**config.mk**
```make
export PLATFORM = sky130hd
export DESIGN_NAME = uart_tx_feeder_flat
export DESIGN_NICKNAME = d
export VERILOG_FILES = /design/src/rtl/uart_pkg.sv /design/src/rtl/uart_tx_feeder_if.sv /design/src/rtl/uart_sync_fifo.sv /design/src/rtl/uart_tx_feeder.sv /design/src/flat_wrapper.sv
export SDC_FILE = /design/constraint.sdc
export NUM_CORES = 1
export LEC_CHECK = 0
export ABC_AREA = 1
export CORE_MARGIN = 2
export CORE_UTILIZATION = 35
export DETAILED_ROUTE_END_ITERATION = 10
export SKIP_LAST_GASP = 1
export SLEW_MARGIN = 20
export SYNTH_ARGS = -nofsm -noshare
export SYNTH_HDL_FRONTEND = slang
export SYNTH_HIERARCHICAL = 1
export SYNTH_SLANG_ARGS = --single-unit
export TNS_END_PERCENT = 5
```
**constraint.sdc**
```tcl
create_clock -name clk -period 2.4 [get_ports clk]
set_input_delay 0.6 -clock clk [delete_from_list [all_inputs] [get_ports clk]]
set_output_delay 0.6 -clock clk [all_outputs]
set_load 0.02 [all_outputs]
```
**src/rtl/uart_pkg.sv**
```systemverilog
// rtl/uart_pkg.sv - shared types and defaults for the UART transmit path
package uart_pkg;
    typedef enum logic [1:0] {
        IDLE      = 2'd0,
        WAIT_ACK  = 2'd1,
        WAIT_DONE = 2'd2
    } feeder_state_e;

    localparam int UART_FIFO_DEPTH  = 16;
    localparam int UART_ACK_TIMEOUT = 64;
endpackage

```
**src/rtl/uart_tx_feeder_if.sv**
```systemverilog
// rtl/uart_tx_feeder_if.sv - producer and transmitter handshakes of the feeder
interface uart_tx_feeder_if;
    logic [7:0] in_data;
    logic       in_valid;
    logic       in_ready;
    logic [7:0] tx_data;
    logic       tx_start;
    logic       tx_busy;

    modport master (
        output in_data, in_valid, tx_busy,
        input  in_ready, tx_data, tx_start
    );

    modport slave (
        input  in_data, in_valid, tx_busy,
        output in_ready, tx_data, tx_start
    );
endinterface

```
**src/rtl/uart_sync_fifo.sv**
```systemverilog
// rtl/uart_sync_fifo.sv - single-clock byte FIFO with synchronous flush
module uart_sync_fifo #(
    parameter int DEPTH = 16
) (
    input  logic                   clk,
    input  logic                   rst_n,
    input  logic                   push,
    input  logic [7:0]             wdata,
    input  logic                   pop,
    output logic [7:0]             rdata,
    input  logic                   flush,
    output logic                   full,
    output logic                   empty,
    output logic [$clog2(DEPTH):0] level
);
    localparam int AW = $clog2(DEPTH);
    localparam int LW = AW + 1;

    logic [7:0]    mem_q [DEPTH];
    logic [AW-1:0] wr_ptr_q, wr_ptr_d;
    logic [AW-1:0] rd_ptr_q, rd_ptr_d;
    logic [LW-1:0] level_q, level_d;
    logic          push_ok, pop_ok;

    assign full    = (level_q == LW'(DEPTH));
    assign empty   = (level_q == '0);
    assign level   = level_q;
    assign rdata   = mem_q[rd_ptr_q];
    assign push_ok = push && !full && !flush;
    assign pop_ok  = pop && !empty;

    always_comb begin
        wr_ptr_d = wr_ptr_q;
        rd_ptr_d = rd_ptr_q;
        level_d  = level_q;
        // flush discards everything, including a same-cycle pop's pointer advance
        if (flush) begin
            wr_ptr_d = '0;
            rd_ptr_d = '0;
            level_d  = '0;
        end else begin
            if (push_ok) wr_ptr_d = wr_ptr_q + AW'(1);
            if (pop_ok)  rd_ptr_d = rd_ptr_q + AW'(1);
            case ({push_ok, pop_ok})
                2'b10:   level_d = level_q + LW'(1);
                2'b01:   level_d = level_q - LW'(1);
                default: level_d = level_q;
            endcase
        end
    end

    always_ff @(posedge clk) begin
        if (!rst_n) begin
            wr_ptr_q <= '0;
            rd_ptr_q <= '0;
            level_q  <= '0;
        end else begin
            wr_ptr_q <= wr_ptr_d;
            rd_ptr_q <= rd_ptr_d;
            level_q  <= level_d;
        end
    end

    always_ff @(posedge clk) begin
        if (push_ok) mem_q[wr_ptr_q] <= wdata;
    end
endmodule

```
**src/rtl/uart_tx_feeder.sv**
```systemverilog
// rtl/uart_tx_feeder.sv - buffers producer bytes and hands them to the UART transmitter
module uart_tx_feeder
    import uart_pkg::*;
#(
    parameter int DEPTH       = UART_FIFO_DEPTH,
    parameter int ACK_TIMEOUT = UART_ACK_TIMEOUT
) (
    input  logic                   clk,
    input  logic                   rst_n,
    uart_tx_feeder_if.slave        bus,
    input  logic                   flush,
    output logic [$clog2(DEPTH):0] level,
    output logic                   timeout_err
);
    localparam int CW = $clog2(ACK_TIMEOUT + 1);

    feeder_state_e state_q, state_d;
    logic [7:0]    tx_data_q, tx_data_d;
    logic          tx_start_q, tx_start_d;
    logic [CW-1:0] cnt_q, cnt_d;
    logic          timeout_err_q, timeout_err_d;
    logic          push, pop, full, empty;
    logic [7:0]    head;

    assign bus.in_ready = rst_n && !full && !flush;
    assign push         = bus.in_valid && bus.in_ready;
    assign bus.tx_data  = tx_data_q;
    assign bus.tx_start = tx_start_q;
    assign timeout_err  = timeout_err_q;

    uart_sync_fifo #(.DEPTH(DEPTH)) u_fifo (
        .clk   (clk),
        .rst_n (rst_n),
        .push  (push),
        .wdata (bus.in_data),
        .pop   (pop),
        .rdata (head),
        .flush (flush),
        .full  (full),
        .empty (empty),
        .level (level)
    );

    always_comb begin
        state_d       = state_q;
        tx_data_d     = tx_data_q;
        tx_start_d    = 1'b0;
        cnt_d         = cnt_q;
        timeout_err_d = timeout_err_q;
        pop           = 1'b0;
        case (state_q)
            IDLE: begin
                if (!empty && !bus.tx_busy) begin
                    pop        = 1'b1;
                    tx_data_d  = head;
                    tx_start_d = 1'b1;
                    cnt_d      = CW'(ACK_TIMEOUT);
                    state_d    = WAIT_ACK;
                end
            end
            WAIT_ACK: begin
                // a transmitter that never acknowledges loses the byte; no retry
                if (bus.tx_busy) begin
                    state_d = WAIT_DONE;
                end else if (cnt_q == '0) begin
                    timeout_err_d = 1'b1;
                    state_d       = IDLE;
                end else begin
                    cnt_d = cnt_q - CW'(1);
                end
            end
            WAIT_DONE: begin
                if (!bus.tx_busy) state_d = IDLE;
            end
            default: state_d = IDLE;
        endcase
    end

    always_ff @(posedge clk) begin
        if (!rst_n) begin
            state_q       <= IDLE;
            tx_data_q     <= 8'h00;
            tx_start_q    <= 1'b0;
            cnt_q         <= '0;
            timeout_err_q <= 1'b0;
        end else begin
            state_q       <= state_d;
            tx_data_q     <= tx_data_d;
            tx_start_q    <= tx_start_d;
            cnt_q         <= cnt_d;
            timeout_err_q <= timeout_err_d;
        end
    end
endmodule
```
**src/flat_wrapper.sv**
```systemverilog
// flat-port wrapper written by rule: the top's interface ports become plain ports
module uart_tx_feeder_flat import uart_pkg::*;
#(
    parameter int DEPTH       = UART_FIFO_DEPTH,
    parameter int ACK_TIMEOUT = UART_ACK_TIMEOUT
)
  (clk, rst_n, flush, level, timeout_err, bus_in_data, bus_in_valid, bus_tx_busy, bus_in_ready, bus_tx_data, bus_tx_start);
  uart_tx_feeder_if bus_i ();
  input  logic clk;
  input  logic rst_n;
  input  logic flush;
  output logic [$clog2(DEPTH):0] level;
  output logic timeout_err;
  input wire logic [$bits(bus_i.in_data)-1:0] bus_in_data;
  input wire logic [$bits(bus_i.in_valid)-1:0] bus_in_valid;
  input wire logic [$bits(bus_i.tx_busy)-1:0] bus_tx_busy;
  output wire logic [$bits(bus_i.in_ready)-1:0] bus_in_ready;
  output wire logic [$bits(bus_i.tx_data)-1:0] bus_tx_data;
  output wire logic [$bits(bus_i.tx_start)-1:0] bus_tx_start;
  assign bus_i.in_data = bus_in_data;
  assign bus_i.in_valid = bus_in_valid;
  assign bus_i.tx_busy = bus_tx_busy;
  assign bus_in_ready = bus_i.in_ready;
  assign bus_tx_data = bus_i.tx_data;
  assign bus_tx_start = bus_i.tx_start;
  uart_tx_feeder #(.DEPTH(DEPTH), .ACK_TIMEOUT(ACK_TIMEOUT)) u_core (.clk(clk), .rst_n(rst_n), .bus(bus_i), .flush(flush), .level(level), .timeout_err(timeout_err));
endmodule
```
After elaboration in Yosys (flattened, before gate mapping)
Memory sizes are Yosys's and may differ from the RTL's. A register that Yosys moved wholly into a read port is not among the register bits.
Index checks and enable logic that the tools add are counted.
{"block": "totals", "regBits": 24, "input_bits": 13, "elab_cells": 61, "mem_bits_rw": 128, "out_inout_bits": 16, "memories": 1}
{"memory": "u_core.u_fifo.mem_q", "words": 16, "word_bits": 8, "rd": 1, "rd_clocked_by_memory_dff": 1, "write_ports": 1, "line_no": "uart_sync_fifo.sv:19", "source": "logic [7:0] mem_q [DEPTH];"}
{"block": "classes", "add_sub_neg": 5, "n_eq_ne": 10, "reduce_logical": 22, "bitwise_logic": 2, "n_mux": 14}
{"operator": "7-bit two-way mux", "n": 3}
{"operator": "7-bit case mux with 2 select lines", "n": 1}
{"operator": "5-bit case mux with 2 select lines", "n": 1}
{"operator": "4-bit by 1-bit adder with 4-bit output (second input constant)", "n": 2}
{"operator": "2-bit two-way mux", "n": 4}
{"operator": "1-bit logical AND", "n": 7}
{"operator": "7-bit zero test", "n": 1}
{"operator": "7-bit by 1-bit subtractor with 7-bit output (second input constant)", "n": 1}
{"operator": "2-bit inequality test (second input constant)", "n": 3}
{"operator": "2-bit case mux with 3 select lines", "n": 1}
{"operator": "3-bit AND reduction", "n": 2}
{"operator": "5-bit by 1-bit adder with 5-bit output (second input constant)", "n": 1}
{"operator": "5-bit equality test (second input constant)", "n": 1}
{"operator": "1-bit zero test", "n": 5}
{"operator": "5-bit zero test", "n": 1}
{"operator": "5-bit by 1-bit subtractor with 5-bit output (second input constant)", "n": 1}
{"operator": "2-bit by 1-bit equality test with 1-bit output (second input constant)", "n": 2}
{"operator": "2-bit equality test (second input constant)", "n": 2}
{"operator": "1-bit two-way mux", "n": 4}
{"operator": "4-bit AND reduction", "n": 1}
{"operator": "2-bit nonzero test", "n": 2}
{"operator": "3-bit by 2-bit inequality test with 1-bit output (second input constant)", "n": 1}
{"operator": "2-bit zero test", "n": 1}
{"operator": "2-bit by 1-bit inequality test with 1-bit output (second input constant)", "n": 1}
{"operator": "3 further kinds", "n": 4}

Depth between registers and ports, before layout
Gate-level depths: netlist of the first run.
{"block": "depth", "depth_word": 9, "ltp_mapped": 21, "depth_no_buf": 21}

Modules after synthesis
The synthesis of the first run kept the hierarchy.
{"mod": "uart_sync_fifo", "seq_area_each_um2": 4184.0, "cells_per_inst": 549, "area_each_um2": 6232.2, "n_inst": 1}
{"mod": "uart_tx_feeder", "seq_area_each_um2": 380.4, "cells_per_inst": 129, "area_each_um2": 908.4, "n_inst": 1}

Worst setup path after synthesis of the first run
Ideal clock, no wire load.
{"block": "synth_timing", "path_kind": "reg2reg", "from": "register u_core.u_fifo.level_q[2], in the netlist u_core/u_fifo/level[2]", "to": "register u_core.u_fifo.level_q[4], in the netlist u_core/u_fifo/level[4]", "n_path_buf": 0, "path_stages_with_launch": 19, "setup_time_ns": 0.109, "path_slack_ns": -0.501, "t_required_ns": 2.291, "synth_period_minus_slack_ns": 2.901, "arrival_time_ns": 2.792, "path_cell_list": "dfxtp_1 > inv_1 > nand4_1 > inv_1 > nor3_1 > and2_1 > nand3_2 > ha_1 > nand2_1 > inv_1 > nor2_1 > ha_1 > inv_1 > nand2_1 > nand3_1 > nand3b_1 > nand3_1 > nand2_1 > inv_1"}
{"block": "synth_between", "elab_chain_len": 9, "word_cells_on_any_way": 19, "classes_between": "add/sub: 2; eq/ne: 3; mux: 3; reduce/logical: 11"}
{"item": "start: declaration", "line_no": "uart_sync_fifo.sv:22", "source": "logic [LW-1:0] level_q, level_d;"}
{"item": "start signal: assignment", "line_no": "uart_sync_fifo.sv:60", "source": "level_q <= level_d;"}
{"item": "5-bit equality test *", "line_no": "uart_sync_fifo.sv:25", "source": "assign full = (level_q == LW'(DEPTH));"}
{"item": "net u_core.full", "line_no": "uart_tx_feeder.sv:22", "source": "logic push, pop, full, empty;"}
{"item": "1-bit zero test *", "line_no": "uart_tx_feeder.sv:25", "source": "assign bus.in_ready = rst_n && !full && !flush;"}
{"item": "1-bit logical AND * (2 in a row)", "line_no": "uart_tx_feeder.sv:25"}
{"item": "net bus_in_ready", "line_no": "flat_wrapper.sv:17", "source": "output wire logic [$bits(bus_i.in_ready)-1:0] bus_in_ready;"}
{"item": "1-bit logical AND *", "line_no": "uart_tx_feeder.sv:26", "source": "assign push = bus.in_valid && bus.in_ready;"}
{"item": "net u_core.push", "line_no": "uart_tx_feeder.sv:22"}
{"item": "1-bit logical AND * (2 in a row)", "line_no": "uart_sync_fifo.sv:29", "source": "assign push_ok = push && !full && !flush;"}
{"item": "2-bit by 1-bit equality test with 1-bit output / 2-bit equality test (equally long branches)", "line_no": "uart_sync_fifo.sv:44", "source": "case ({push_ok, pop_ok})"}
{"item": "5-bit case mux with 2 select lines / 2-bit nonzero test (equally long branches)"}
The timed path passes the listed nets; every way through them passes the cells marked *.
A chain may end at the register's enable or synchronous reset.

Worst setup path after layout of the first run
{"block": "layout_timing", "from": "input flush", "to": "output bus_in_ready"}
{"block": "layout_between", "elab_chain_len": 2}
{"item": "start: declaration", "line_no": "flat_wrapper.sv:11", "source": "input logic flush;"}
{"item": "1-bit zero test", "line_no": "uart_tx_feeder.sv:25"}
{"item": "1-bit logical AND", "line_no": "uart_tx_feeder.sv:25"}
{"item": "end: declaration", "line_no": "flat_wrapper.sv:17"}
No other way between the ends.

==> results of run 1 <==
==> Yosys cell counts, drive strengths merged (2+ instances only) <==
master / number / share of area [%]
o21ai: 47 / 3.5
dfxtp: 36 / 10
o211ai: 32 / 4.1
nand2: 105 / 5.9
nor3: 2 / 0.14
nor2: 60 / 3.3
clkbuf: 4 / 0.21
a21oi: 47 / 3.3
inv: 103 / 5.4
nand4: 3 / 0.26
buf: 23 / 2.1
xnor2: 3 / 0.37
nand3: 65 / 4.7
xor2: 4 / 0.49
ha: 10 / 1.8
edfxtp: 128 / 54
==> per-stage QoR <==
| step | std cells | hold slack [ns] | worst slack (ns) | TNS, ns | total power [mW] |
|---|---|---|---|---|---|
| 2_1_floorplan | 678 | 0.472 | 0.00181 | 0 | 3.28 |
| 3_3_place_gp | 989 | 0.470 | -0.256 | -9.07 | 3.40 |
| 3_5_place_dp | 989 | 0.473 | -0.336 | -13.28 | 3.40 |
| 4_1_cts | 1021 | 0.494 | 0.0730 | 0 | 6.17 |
| 5_1_grt | 1021 | 0.504 | 0.000247 | 0 | 6.31 |
| 6_report | 1021 | 0.482 | 0.0851 | 0 | 6.10 |
==> logic make-up (layout without fill, tap and decap cells) <==
logic type	count (synthesis)	in the layout	share of synthesized area [%]
simple gates	238	238	14.5
compound gates	129	129	11.2
xor+xnor	7	7	0.859
flops	164	164	63.9
buf+inv	130	203	7.73
fa+ha+maj	10	10	1.75
==> flip-flops by register name, summed over array words and instances (netlist names), 2 cells and up, named ones only <==
register	cells
u_core/cnt_q	7
u_core/u_fifo/mem_q	128
u_core/u_fifo/rd_ptr_q	4
u_core/bus.tx_data	8
u_core/u_fifo/level	5
u_core/state_q	2
u_core/u_fifo/wr_ptr_q	4
==> cell type report <==
type                    instances  area (sq um)  area share (%)
clock buffers                  18           429            4.99
repair buffers                 68           629            7.32
multi-input cells             384          2060            23.9
inverters                     103           389            4.53
flip-flops and latches        164          4580            53.3
clock inverters                14           174            2.02
well taps                     270           338            3.93
==> path summary, 6_finish.rpt <==
| kind | slack [ns] | to | startpoint |
|---|---|---|---|
| setup / recovery | 0.09 | bus_in_ready | flush |
| hold / removal | 0.48 | u_core/timeout_err | u_core/timeout_err |
| setup reg to reg | 0.17 | u_core/u_fifo/level[4] | u_core/u_fifo/level[0] |
| hold reg to reg | 0.48 | u_core/timeout_err | u_core/timeout_err |
==> cell usage in the layout (no fill, tap or decap), types with 2 or more instances in the layout <==
cell	count
dfxtp_2	4
nand2_2	7
nand4_1	3
clkdlybuf4s50_1	27
buf_4	36
xnor2_1	3
inv_1	99
clkbuf_16	17
inv_6	5
a21oi_1	46
o211ai_1	22
nand2_1	97
dfxtp_1	30
o21ai_0	44
dfxtp_4	2
xor2_1	4
nor2_1	58
edfxtp_1	128
buf_12	4
clkinv_1	2
nand3_1	63
bufinv_16	3
o21ai_1	2
clkinv_4	2
inv_2	3
ha_1	9
o211ai_2	10
clkinvlp_4	2
==> layer usage <==
| metal | vias up | wire length, um | GRT usage (%) |
|---|---|---|---|
| met4 | 0 | 232 | 5.39 |
| met2 | 74 | 8120 | 26.1 |
| met5 | - | 0 | 0 |
| li1 | 2419 | - | - |
| met1 | 2360 | 6910 | 19.0 |
| met3 | 18 | 445 | 2.95 |
==> power breakdown <==
part / internal, mW / switching, mW
clock: 1.65 / 1.12
combinational: 0.0935 / 0.152
sequential: 3.07 / 0.0156
==> critical path: stages <==
cell and delay (ns):
clkdlybuf4s50_1 0.46, nor3_4 0.21, buf_4 0.13, dlygate4sd2_1 0.32
==> repair_timing <==
item	4_1_cts	5_1_grt
resized for setup	1	0
endpoints found under the setup margin	1	0
hold buffers	0	0
==> impl_metrics.yaml, run 1 <==
route:
  drtAntennaViolNets: 0
  drt-initial-drc-count: 359
  wl_per_cell_um: 15.4
  vias_per_cell: 4.77
  via_count: 4871
  dr.pass1.iters: 5
  drc_errors: 0
  drt_wl_total_mm: 15.7
logic_synthesis:
  syn_inst: 678
  yosysWarnings: 6
  synth.avg_cell_area_sq_um: 10.5
  synth_top_flop_cell: "edfxtp_1"
  synth_nets: 701
  synth-edff-count: 128
  synth_seq_cells: 164
  syn_area_sq_um: 7140
  synth.distinct_cells: 36
  synth-async-reset-ratio_pct: 0
  ys_seq_area_share_pct: 63.9
cts:
  cts_buffer_depth: 2
  numCtsBuffers: 17
  cts-root-buf: "clkbuf_16"
  clock-sinks: 164
  htree_levels: 4
  cts_tree: "yes"
  post_cts_buffers: 0
  insertion_delay_ns: 0.42
  clk_pin_slew_worst_paths_ns: 0.07
setup_path:
  endpoint_kind: "output port"
  crit_fanout: 2
  crit_type: "input port to output port"
  cp-start-kind: "input port"
  arrival_ns: 1.71
  reg2regPathDepth: 18
  required_ns: 1.80
grt:
  grt_overflow_total: 0
  grt_max_degree: 54
  grt_pass1_vias: 4694
  antenna_found_initial: 0
  track_usage_pct: 15.1
  grt_pass1_wl_mm: 24.9
timing:
  clock.fmax_mhz: 432
  period_share_pct: 96.5
  skew_ns: 0.00787
  final-hold-violation-count: 0
  setup_viol: 0
  period_minus_slack_ns: 2.31
  relSlewSlack_pct: 51.1
  rsz0062_at_grt: "no"
  finalMaxSlewViolations: 0
  tightest_slew_ns: 0.732
layout:
  num-fill-cells: 1904
  diodes: 0
  areaGrowthSynthToFinish_pct: 20.4
  layout-drive-gt1-share_pct: 14.2
  stdcell_area_sq_um: 8590
  final_util_pct: 42.7
  final_nets: 761
floorplanning:
  core_area_sq_um: 20100
  die_w_um: 147
  initial_core_util_pct: 35.5
  rows: 52
  io_pins: 29
  dieHeight_um: 147
  die-area_sq_um: 21600
worst_hold_path:
  min_path_cells: 2
  hold_class: "flop to flop"
pwr:
  max-vdd-ir-drop_mv: 0.543
  p_leak_nw: 3.18
  powerDensity_nw_per_um2: 710
placement:
  portBuffers: 28
  post_dp_cell_area_sq_um: 7990
  dp_hpwl_mm: 10.2
  finalWeightedCongestion: 0.787
flow_run:
  maxCapViolCount: 0
run_status:
  status: "finished clean"
Note: power is estimated with default switching activity, not from simulation.
==> run 2: changes to the inputs <==
CORE_MARGIN = not set   (was 2)
clock period = 2.3 ns   (was 2.4 ns; I/O delays follow)
==> impl_metrics.yaml, run 2 (same netlist as run 1, synthesis figures left out) <==
placement:
  pre_cts_ws_ns: -0.353
  portBuffers: 28
  dp_hpwl_mm: 10.1
  dp_cells: 992
  finalWeightedCongestion: 0.774
layout:
  largest_reg_flops: 128
  final_cells: 1025
  final_nets: 770
  areaGrowthSynthToFinish_pct: 21.2
  diodes: 0
  top_register: "u_core/u_fifo/mem_q"
  layout_commonest_cell: "edfxtp_1"
  layout-drive-gt1-share_pct: 16.7
  final_cell_mix: "edfxtp_1, inv_1, nand2_1"
route:
  wl_per_cell_um: 15.1
  met2_length_mm: 7.57
  drtAntennaViolNets: 0
  highest_layer: "met4"
  drt_wl_total_mm: 15.4
  dr.pass1.iters: 6
  drt-initial-drc-count: 465
  wl_met3_um: 554
  via_count: 4856
  vias_per_cell: 4.74
  wl_met1_mm: 7.06
  drc_errors: 0
cts:
  cts-root-buf: "clkbuf_16"
  insertion_delay_ns: 0.43
  cts_tree: "yes"
  numCtsBuffers: 17
  htree_levels: 4
  cts_buffer_depth: 2
  clk_pin_slew_worst_paths_ns: 0.07
  clock-sinks: 164
worst_hold_path:
  min_path_cells: 2
  hold_class: "flop to flop"
  whs_endpoint: "u_core/timeout_err"
  hp-start: "u_core/timeout_err"
timing:
  rsz0062_at_grt: "yes"
  skew_ns: 0.0110
  tightest_slew_ns: 0.674
  clock.fmax_mhz: 451
  fin_ws_ns: 0.0829
  finalMaxSlewViolations: 0
  period_minus_slack_ns: 2.22
  final-hold-violation-count: 0
  period_share_pct: 96.4
  relSlewSlack_pct: 54.9
  setup_viol: 0
  finalSetupTns_ns: 0
pwr:
  p_sw_mw: 1.48
  power.internal_mw: 4.87
  swShare_pct: 23.3
  clock_power_share_pct: 45.1
  seqPwrFrac_pct: 50.7
  p_leak_nw: 3.22
  powerDensity_nw_per_um2: 733
  max-vdd-ir-drop_mv: 0.525
  power_frac_comb_pct: 4.2
setup_path:
  reg2reg_to: "u_core/u_fifo/level[4]"
  arrival_ns: 2.55
  crit_type: "input port to flop"
  crit_fanout: 4
  required_ns: 2.63
  cp-start-kind: "input port"
  r2r_setup_slack_ns: 0.12
  reg2regPathDepth: 18
  endpoint_kind: "flop"
  reg2reg_from: "u_core/u_fifo/level[2]"
grt:
  antenna_found_initial: 0
  grt_pass1_wl_mm: 24.0
  grt_overflow_total: 0
  grt_pass1_vias: 4451
  grt_max_degree: 61
  track_usage_pct: 15.7
floorplanning:
  die-area_sq_um: 21000
  rows: 51
  die_w_um: 145
  dieHeight_um: 145
  core_area_sq_um: 19700
  io_pins: 29
  initial_core_util_pct: 36.2
run_status:
  status: "finished clean"
flow_run:
  maxCapViolCount: 0
run 2: cell types whose count changed in the layout (fill, tap and decap cells not counted), moves of 3 or more:
cell      delta
buf_4       +12
clkinv_8     +4
buf_12       -3
dfxtp_4      +3
run 2: per-stage QoR:
step / instance area (sq um) / total power, mW / util, % / hold slack [ns]
after floorplan: 7200 / 3.42 / - / 0.472
after global placement: 8020 / 3.55 / 40.7 / 0.459
after detailed placement: 8020 / 3.55 / 40.7 / 0.460
after CTS: 8630 / 6.39 / 43.8 / 0.477
after global routing: 8660 / 6.55 / 43.9 / 0.504
final: 8660 / 6.34 / 43.9 / 0.472
run 2: what timing repair did:
| action | in CTS | in global routing |
|---|---|---|
| setup buffers | 0 | 1 |
| pin swaps | 0 | 2 |
| setup endpoints to repair | 1 | 3 |
| gates resized for setup | 1 | 6 |
| gates cloned | 0 | 0 |
| hold buffers | 0 | 0 |
run 2: power groups by stage:
stage               logic, mW  clock network (mW)  registers (mW)
floorplan               0.121                   0            3.29
global placement        0.263                   0            3.28
detailed placement      0.266                   0            3.28
CTS                     0.266                2.91            3.22
global route            0.293                3.04            3.22
finish                  0.264                2.86            3.22
run 2: layer usage:
| layer | vias up | track usage (%) |
|---|---|---|
| met2 | 97 | 25.8 |
| met5 | - | 0 |
| met3 | 18 | 2.96 |
| met1 | 2288 | 20.4 |
| met4 | 0 | 6.04 |
| li1 | 2453 | - |
run 2: how the worst max path moves through the flow:
stage                                       from                     end  cells after the start
after floorplan           u_core/u_fifo/level[1]  u_core/u_fifo/level[4]                     18
after global placement                     rst_n  u_core/u_fifo/level[4]                     17
after detailed placement                   flush  u_core/u_fifo/level[4]                     16
after CTS                                  flush            bus_in_ready                      4
after global routing      u_core/u_fifo/level[3]  u_core/u_fifo/level[4]                     20
final                                      rst_n  u_core/u_fifo/level[4]                     17
run 2: final cells by class:
cell class / count / area (sq um)
multi-input cells: 384 / 2090
flip-flops and latches: 164 / 4590
fillers: 1809 / 11100
clock buffers: 17 / 425
inverters: 103 / 389
repair buffers: 77 / 656
clock inverters: 15 / 183
well taps: 265 / 332
run 2: critical path, stage by stage:
cell and delay, ns:
clkdlybuf4s50_1 0.47, inv_1 0.07, nor3_4 0.12, and2_4 0.17
nand3_4 0.08, ha_4 0.18, nand2_1 0.06, inv_1 0.06
nor2_2 0.11, ha_2 0.17, inv_1 0.04, nand2_2 0.08
nand3_2 0.08, nand3b_1 0.10, nand3_1 0.07, nand2_1 0.06
inv_1 0.03
